--- src/rtl/musb_uart_rx_fifo.sv ---
// 8N1 UART receiver (2-flop synchronizer, mid-bit sampling, glitch reject) feeding a show-ahead byte FIFO.
// Latency: byte visible on rx_valid/rx_count the cycle after its stop-bit sample; pop updates rx_data next cycle.
// Backpressure: none toward the line; a byte arriving while full with no pop is dropped and sets sticky overflow.
module musb_uart_rx_fifo #(
  parameter int BUS_FREQ        = 100,
  parameter int BAUD            = 115200,
  parameter int FIFO_ADDR_WIDTH = 4
) (
  input  logic                     clk,
  input  logic                     rst,
  input  logic                     uart_rx,
  input  logic                     rx_pop,
  output logic [7:0]               rx_data,
  output logic                     rx_valid,
  output logic [FIFO_ADDR_WIDTH:0] rx_count,
  output logic                     rx_busy,
  output logic                     frame_error,
  output logic                     overflow,
  input  logic                     overflow_clr
);

  localparam int CLKS_PER_BIT = BUS_FREQ * 1_000_000 / BAUD;
  localparam int HALF_BIT     = CLKS_PER_BIT / 2;
  localparam int CW           = (CLKS_PER_BIT > 1) ? $clog2(CLKS_PER_BIT) : 1;
  localparam int AW           = FIFO_ADDR_WIDTH;
  localparam int DEPTH        = 1 << AW;

  localparam logic [CW-1:0] CNT_LAST = CW'(CLKS_PER_BIT - 1);
  localparam logic [CW-1:0] CNT_HALF = CW'(HALF_BIT - 1);

  localparam logic [1:0] ST_IDLE  = 2'd0;
  localparam logic [1:0] ST_START = 2'd1;
  localparam logic [1:0] ST_DATA  = 2'd2;
  localparam logic [1:0] ST_STOP  = 2'd3;

  logic          rx_meta;
  logic          rx_s;
  logic [1:0]    state;
  logic [CW-1:0] cnt;
  logic [2:0]    bit_idx;
  logic [7:0]    shreg;

  logic [7:0]    mem [DEPTH];
  logic [AW:0]   wptr;
  logic [AW:0]   rptr;

  logic          cnt_last;
  logic          cnt_half;
  logic          stop_sample;
  logic          push;
  logic          empty;
  logic          full;
  logic          do_pop;
  logic          do_push;

  // Two-flop synchronizer, preset to the idle-high line level.
  always_ff @(posedge clk or negedge rst) begin
    if (!rst) begin
      rx_meta <= 1'b1;
      rx_s    <= 1'b1;
    end else begin
      rx_meta <= uart_rx;
      rx_s    <= rx_meta;
    end
  end

  // Sampling points and the byte-complete event derived from the receiver state.
  always_comb begin
    cnt_last    = (cnt == CNT_LAST);
    cnt_half    = (cnt == CNT_HALF);
    stop_sample = (state == ST_STOP) && cnt_last;
    push        = stop_sample && rx_s;
  end

  // Receiver FSM: start detect, half-bit start check, eight data bits LSB-first, stop check.
  always_ff @(posedge clk or negedge rst) begin
    if (!rst) begin
      state       <= ST_IDLE;
      cnt         <= '0;
      bit_idx     <= '0;
      shreg       <= '0;
      frame_error <= 1'b0;
    end else begin
      frame_error <= stop_sample && !rx_s;
      case (state)
        ST_IDLE: begin
          if (!rx_s) begin
            state <= ST_START;
            cnt   <= '0;
          end
        end
        ST_START: begin
          if (cnt_half) begin
            cnt     <= '0;
            bit_idx <= '0;
            // A line already back high at mid-start was a glitch: drop it silently.
            state   <= rx_s ? ST_IDLE : ST_DATA;
          end else begin
            cnt <= cnt + 1'b1;
          end
        end
        ST_DATA: begin
          if (cnt_last) begin
            cnt   <= '0;
            shreg <= {rx_s, shreg[7:1]};
            if (bit_idx == 3'd7) begin
              state <= ST_STOP;
            end else begin
              bit_idx <= bit_idx + 3'd1;
            end
          end else begin
            cnt <= cnt + 1'b1;
          end
        end
        ST_STOP: begin
          if (cnt_last) begin
            cnt   <= '0;
            state <= ST_IDLE;
          end else begin
            cnt <= cnt + 1'b1;
          end
        end
        default: state <= ST_IDLE;
      endcase
    end
  end

  // FIFO status; a push into a full FIFO is still taken when the head is popped in the same cycle.
  always_comb begin
    empty   = (wptr == rptr);
    full    = (wptr[AW] != rptr[AW]) && (wptr[AW-1:0] == rptr[AW-1:0]);
    do_pop  = rx_pop && !empty;
    do_push = push && (!full || do_pop);
  end

  // Storage array, written only on an accepted push.
  always_ff @(posedge clk) begin
    if (do_push) begin
      mem[wptr[AW-1:0]] <= shreg;
    end
  end

  // Pointers and sticky overflow; setting overflow takes priority over clearing it.
  always_ff @(posedge clk or negedge rst) begin
    if (!rst) begin
      wptr     <= '0;
      rptr     <= '0;
      overflow <= 1'b0;
    end else begin
      if (do_push) begin
        wptr <= wptr + 1'b1;
      end
      if (do_pop) begin
        rptr <= rptr + 1'b1;
      end
      if (push && full && !rx_pop) begin
        overflow <= 1'b1;
      end else if (overflow_clr) begin
        overflow <= 1'b0;
      end
    end
  end

  // Show-ahead head byte (forced to zero when empty so reset reads back clean) and status outputs.
  always_comb begin
    rx_valid = !empty;
    rx_count = wptr - rptr;
    rx_data  = empty ? 8'h00 : mem[rptr[AW-1:0]];
    rx_busy  = (state != ST_IDLE);
  end

endmodule

--- config.mk ---
export PLATFORM = sky130hd
export DESIGN_NAME = musb_uart_rx_fifo
export DESIGN_NICKNAME = d
export VERILOG_FILES = /design/src/rtl/musb_uart_rx_fifo.sv
export SDC_FILE = /design/constraint.sdc
export NUM_CORES = 1
export LEC_CHECK = 0
export CAP_MARGIN = 40
export CORE_UTILIZATION = 60
export DETAILED_ROUTE_END_ITERATION = 6
export PLACE_DENSITY = 0.78
export SLEW_MARGIN = 15
export SYNTH_ARGS = -nofsm -noshare
export SYNTH_HDL_FRONTEND = slang
export SYNTH_SLANG_ARGS = --single-unit
export TNS_END_PERCENT = 10
--- constraint.sdc ---
create_clock -name clk -period 4.5 [get_ports clk]
set_input_delay 0.9 -clock clk [delete_from_list [all_inputs] [get_ports clk]]
set_output_delay 0.9 -clock clk [all_outputs]
set_load 0.01 [all_outputs]
==> Word-level counts from Yosys, hierarchy flattened <==
Memories as Yosys holds them, arrays and structs flattened.
Cells that the tools add are included.
{ "totals": {"out_inout_bits": 17, "in_bits": 5, "mem_bits_rw": 128, "regBits": 37, "wordCells": 72, "memories": 1} }
{ "memory_table": {"columns": ["name", "words", "word_bits", "rd", "rd_clocked_by_memory_dff", "write_ports", "line", "source"], "rows": [
  ["mem", 16, 8, 1, 0, 1, "43", "logic [7:0] mem [DEPTH];"]
]} }
{ "op_classes": {"n_mux": 20, "add_sub_neg": 5, "eq_ne": 15, "reduce_logical": 21} }
{ "op_table": {"columns": ["op", "n"], "rows": [
  ["$mux W10", 3],
  ["$pmux W10 S3", 1],
  ["$mux W2", 6],
  ["$ne A2 B2 Y1 const B", 6],
  ["$add A10 B1 Y10 const B", 1],
  ["$add A5 B1 Y5 const B", 2],
  ["$eq A10 B10 Y1 const B", 1],
  ["$eq A10 B9 Y1 const B", 1],
  ["$mux W3", 3],
  ["$logic_and A1 B1 Y1", 8],
  ["$mux W8", 1],
  ["$pmux W2 S4", 1],
  ["$pmux W3 S2", 1],
  ["$reduce_bool A2 Y1", 3],
  ["$eq A5 B5 Y1", 1],
  ["$reduce_and A5 Y1", 1],
  ["$sub A5 B5 Y5", 1],
  ["$eq A2 B2 Y1 const B", 2],
  ["$eq A4 B4 Y1", 1],
  ["$logic_not A1 Y1", 4],
  ["$mux W1", 4],
  ["$reduce_and A4 Y1", 1],
  ["$add A3 B1 Y3 const B", 1],
  ["$eq A3 B3 Y1 const B", 1],
  ["6 further kinds", 6]
]} }

==> Longest topological paths before layout <==
{ "depth": {"depth_word": 7, "mapped_depth": 8, "ltp_nobuf": 7} }

==> Worst setup path before layout <==
No wires, ideal clock.
{ "synth_path": {"kind": "reg-to-output", "start": "register rptr[1]", "end": "output port rx_data[0]", "path_buffers": 2, "path_stages_with_launch": 6, "t_arrival_ns": 1.937, "path_slack_ns": 1.663, "required_time_ns": 3.600, "cell_sequence": "dfrtp_1 clkbuf_1 clkbuf_1 mux4_2 mux4_2 and2_1"} }
{ "synth_between": {"elab_chain_cells": 2, "word_cells_on_any_way": 3, "cone_classes": "eq/ne (1); mux (1); memory (1)"} }
{ "synth_lines": {"columns": ["item", "line", "source"], "rows": [
  ["start, declared", "45", "logic [AW:0] rptr;"],
  ["start signal, assigned", "154", "rptr <= rptr + 1'b1;"],
  ["$mem_v2 Z16 W8 / $eq A5 B5 Y1 (equally long branches)", null, null],
  ["$mux W8 (*)", "168", "rx_data = empty ? 8'h00 : mem[rptr[AW-1:0]];"],
  ["end, declared", "13", "output logic [7:0] rx_data,"]
]} }
Every way passes the cells marked *; elsewhere a longest branch is shown, timed or not.

==> Final worst setup path <==
{ "layout_path": {"start": "register rptr[0]", "end": "output port rx_data[2]"} }
Same word-level chain as after synthesis.

==> results by group <==
Run status
  • Status: finished clean

STA
  • Final min period: 3.99 ns
  • Slew Limit Headroom: 44.3%
  • Max-slew violation count: 0
  • Setup violators final: 0
  • Fmax: 251 MHz
  • Worst-Margin Slew: 0.831 ns
  • Final Hold Fails: 0
  • Final worst path period share: 88.6%
  • Setup Total Neg Slack: 0 ns
  • Worst clock skew: 0.00553 ns
  • RSZ-0062 raised after global routing: no
  • Final worst slack: 0.512 ns

Floorplan
  • Die Wd: 110 µm
  • FP Rows: 39
  • Die H: 110 µm
  • Core area: 11,400 µm²
  • Initial Utilization: 61.4%
  • Die area: 12,100 µm²
  • Boundary pin count: 22

Placement
  • DPL Wire Length: 8.48 mm
  • Buffers on Ports: 21
  • Pre-CTS WS: 0.934 ns
  • RePlAce Congestion: 0.844

Finish
  • Sequential cell area: 4770 µm²
  • Most frequent cells in the layout: edfxtp_1, mux4_2, dfrtp_1
  • Share of cells above drive strength 1: 19.4%
  • Final net count: 454
  • Commonest non-fill, non-tap cell in the layout: edfxtp_1
  • Area growth syn-to-layout: 13.6%
  • # fillers: 729
  • Antenna cells: 0
  • Area of the multi-input gates: 2060 µm²

Drt
  • Vias post-DR: 3,612
  • WL per Instance: 21.7 µm
  • Routed WL: 12.8 mm
  • DRC: 0
  • Iter 0 DRT Violations: 287
  • Routed Antenna Nets: 0
  • Vias per cell: 6.11
  • DRT Pass-1 Iters: 5

Clock network
  • Root Buffer: clkbuf_16
  • Clk_lat worst skew: 0.43 ns
  • Hold buffers post-CTS: 0
  • Clock-pin slew on the worst setup and hold paths: 0.06 ns
  • Num CTS Buffers: 17
  • Post-CTS Setup Bufs: 0
  • Clock buffer depth: 2
  • Clock sinks: 165
  • CTS tree: yes
  • Htree depth: 4
  • Post-CTS resize count: 0

Setup path
  • Crit path DAT: 3.09 ns
  • Worst Setup SP: rptr[0]
  • Worst R2R End: mem[12][3]
  • R2r startpoint: rptr[1]
  • Critical path endpoint: rx_data[2]
  • Worst R2R Path Depth: 6
  • CP Capture Type: output pin
  • CP required: 3.60 ns
  • R2R setup slack: 1.57 ns
  • CP startpoint kind: flop
  • Worst Path Max Fanout: 23
  • CP Class: reg -> out

Logic synthesis
  • Top-area cell type share of the netlist area: 55.1%
  • Syn_area_per_cell: 17.3 µm²
  • Ys Warns: 0
  • Main synth FF type: edfxtp_1
  • Post-synth top area cell: edfxtp_1
  • Count of different cell masters after synthesis: 45
  • Syn_nets: 422
  • Cell count after synthesis: 403
  • EDFF count, synth: 128
  • Synth area leaders: edfxtp_1, mux4_2, dfrtp_1, ha_1, and2_1
  • Sequential cell area fraction in the yosys report: 68.4%
  • Async S/R FF share, synth: 22.4%
  • Synthesized cell area: 6980 µm²
  • #FFs+latches synth: 165

Pwr
  • P per Cell Area: 466 nW/µm²
  • Worst vdd ir: 0.366 mV
  • Leak Pwr: 0.00313 µW

Hold path
  • Min-Delay Path Class: in -> async

GRT
  • Pin count of the biggest net entering global routing: 38
  • First-pass GRT wire length: 20.3 mm
  • Vias in the first global route: 3,586
  • All-Layer GR Usage: 24.4%
  • Overflow after GRT: 0
  • Initial antenna violation count: 0

Job
  • Max cap viols: 0
[cells by family after synthesis]
kind of cell,share of synthesized area [%]
fa+ha+maj,2.62
xor+xnor,1.51
buf+inv,2.15
flops,68.4
compound gates,3.12
simple gates,7.44
mux,14.8
[where the power goes]
part	switching [µW]	internal, µW
logic	239	298
registers	101	1650
clock network	550	856
total	890	2800
[layer usage]
layer  vias to the layer above  global-route usage [%]  wire length [µm]
li1                       1648                       -                 -
met1                      1842                    33.3              5480
met2                       103                    38.3              6520
met3                        19                    5.75               639
met4                         0                    9.62               204
met5                         -                       0                 0
[synth_stat cells, types with 8 or more instances]
cell type and number:
nor4_1 8, nor2_1 8, mux2_2 9, and2_1 22
dfrtp_1 35, mux4_2 40, o21ai_0 11, ha_1 13
edfxtp_1 128, nand2_1 19, xnor2_1 10, inv_1 21
[critical path, cell delays in order, from the launching register on]
cell,delay [ns]
dfrtp_2,0.68
buf_12,0.28
mux4_2,0.56
mux4_2,0.48
and2_1,0.18
clkdlybuf4s50_1,0.47
[cell type report]
class / count / share of cell area, %
clock buffer: 18 / 5.41
clock inverter: 14 / 1.78
inverter: 22 / 1.04
multi-input combinational: 203 / 25.9
sequential: 165 / 60.2
tap: 143 / 2.26
timing repair buffer: 26 / 3.38
[state kept, by name (all words and copies together) (netlist names), named ones only]
name         cells
cnt             10
state            1
overflow         1
rx_s             1
bit_idx          3
mem            128
shreg            8
rx_meta          1
wptr             5
rptr             5
frame_error      1
[through the flow]
step / hold slack, ns / util, % / cells / cell area (µm²) / total power [µW]
after detailed placement: 0.348 / 64.6 / 558 / 7340 / 2330
after CTS: 0.356 / 69.6 / 590 / 7910 / 3720
after global routing: 0.260 / 69.7 / 591 / 7930 / 3830
final: 0.270 / 69.7 / 591 / 7930 / 3690
after global placement: 0.346 / 64.5 / 557 / 7330 / 2320
after floorplan: 0.345 / - / 403 / 6980 / 2160
[worst min path at each step]
stage              end  slack [ns]  cells past startpoint
3_5_place_dp      rx_s        0.35                      0
3_3_place_gp      rx_s        0.35                      0
4_1_cts           rx_s        0.36                      0
5_1_grt        rptr[4]        0.26                      1
2_1_floorplan     rx_s        0.35                      0
6_report       rptr[4]        0.27                      1
(Power assumes the default switching activity.)
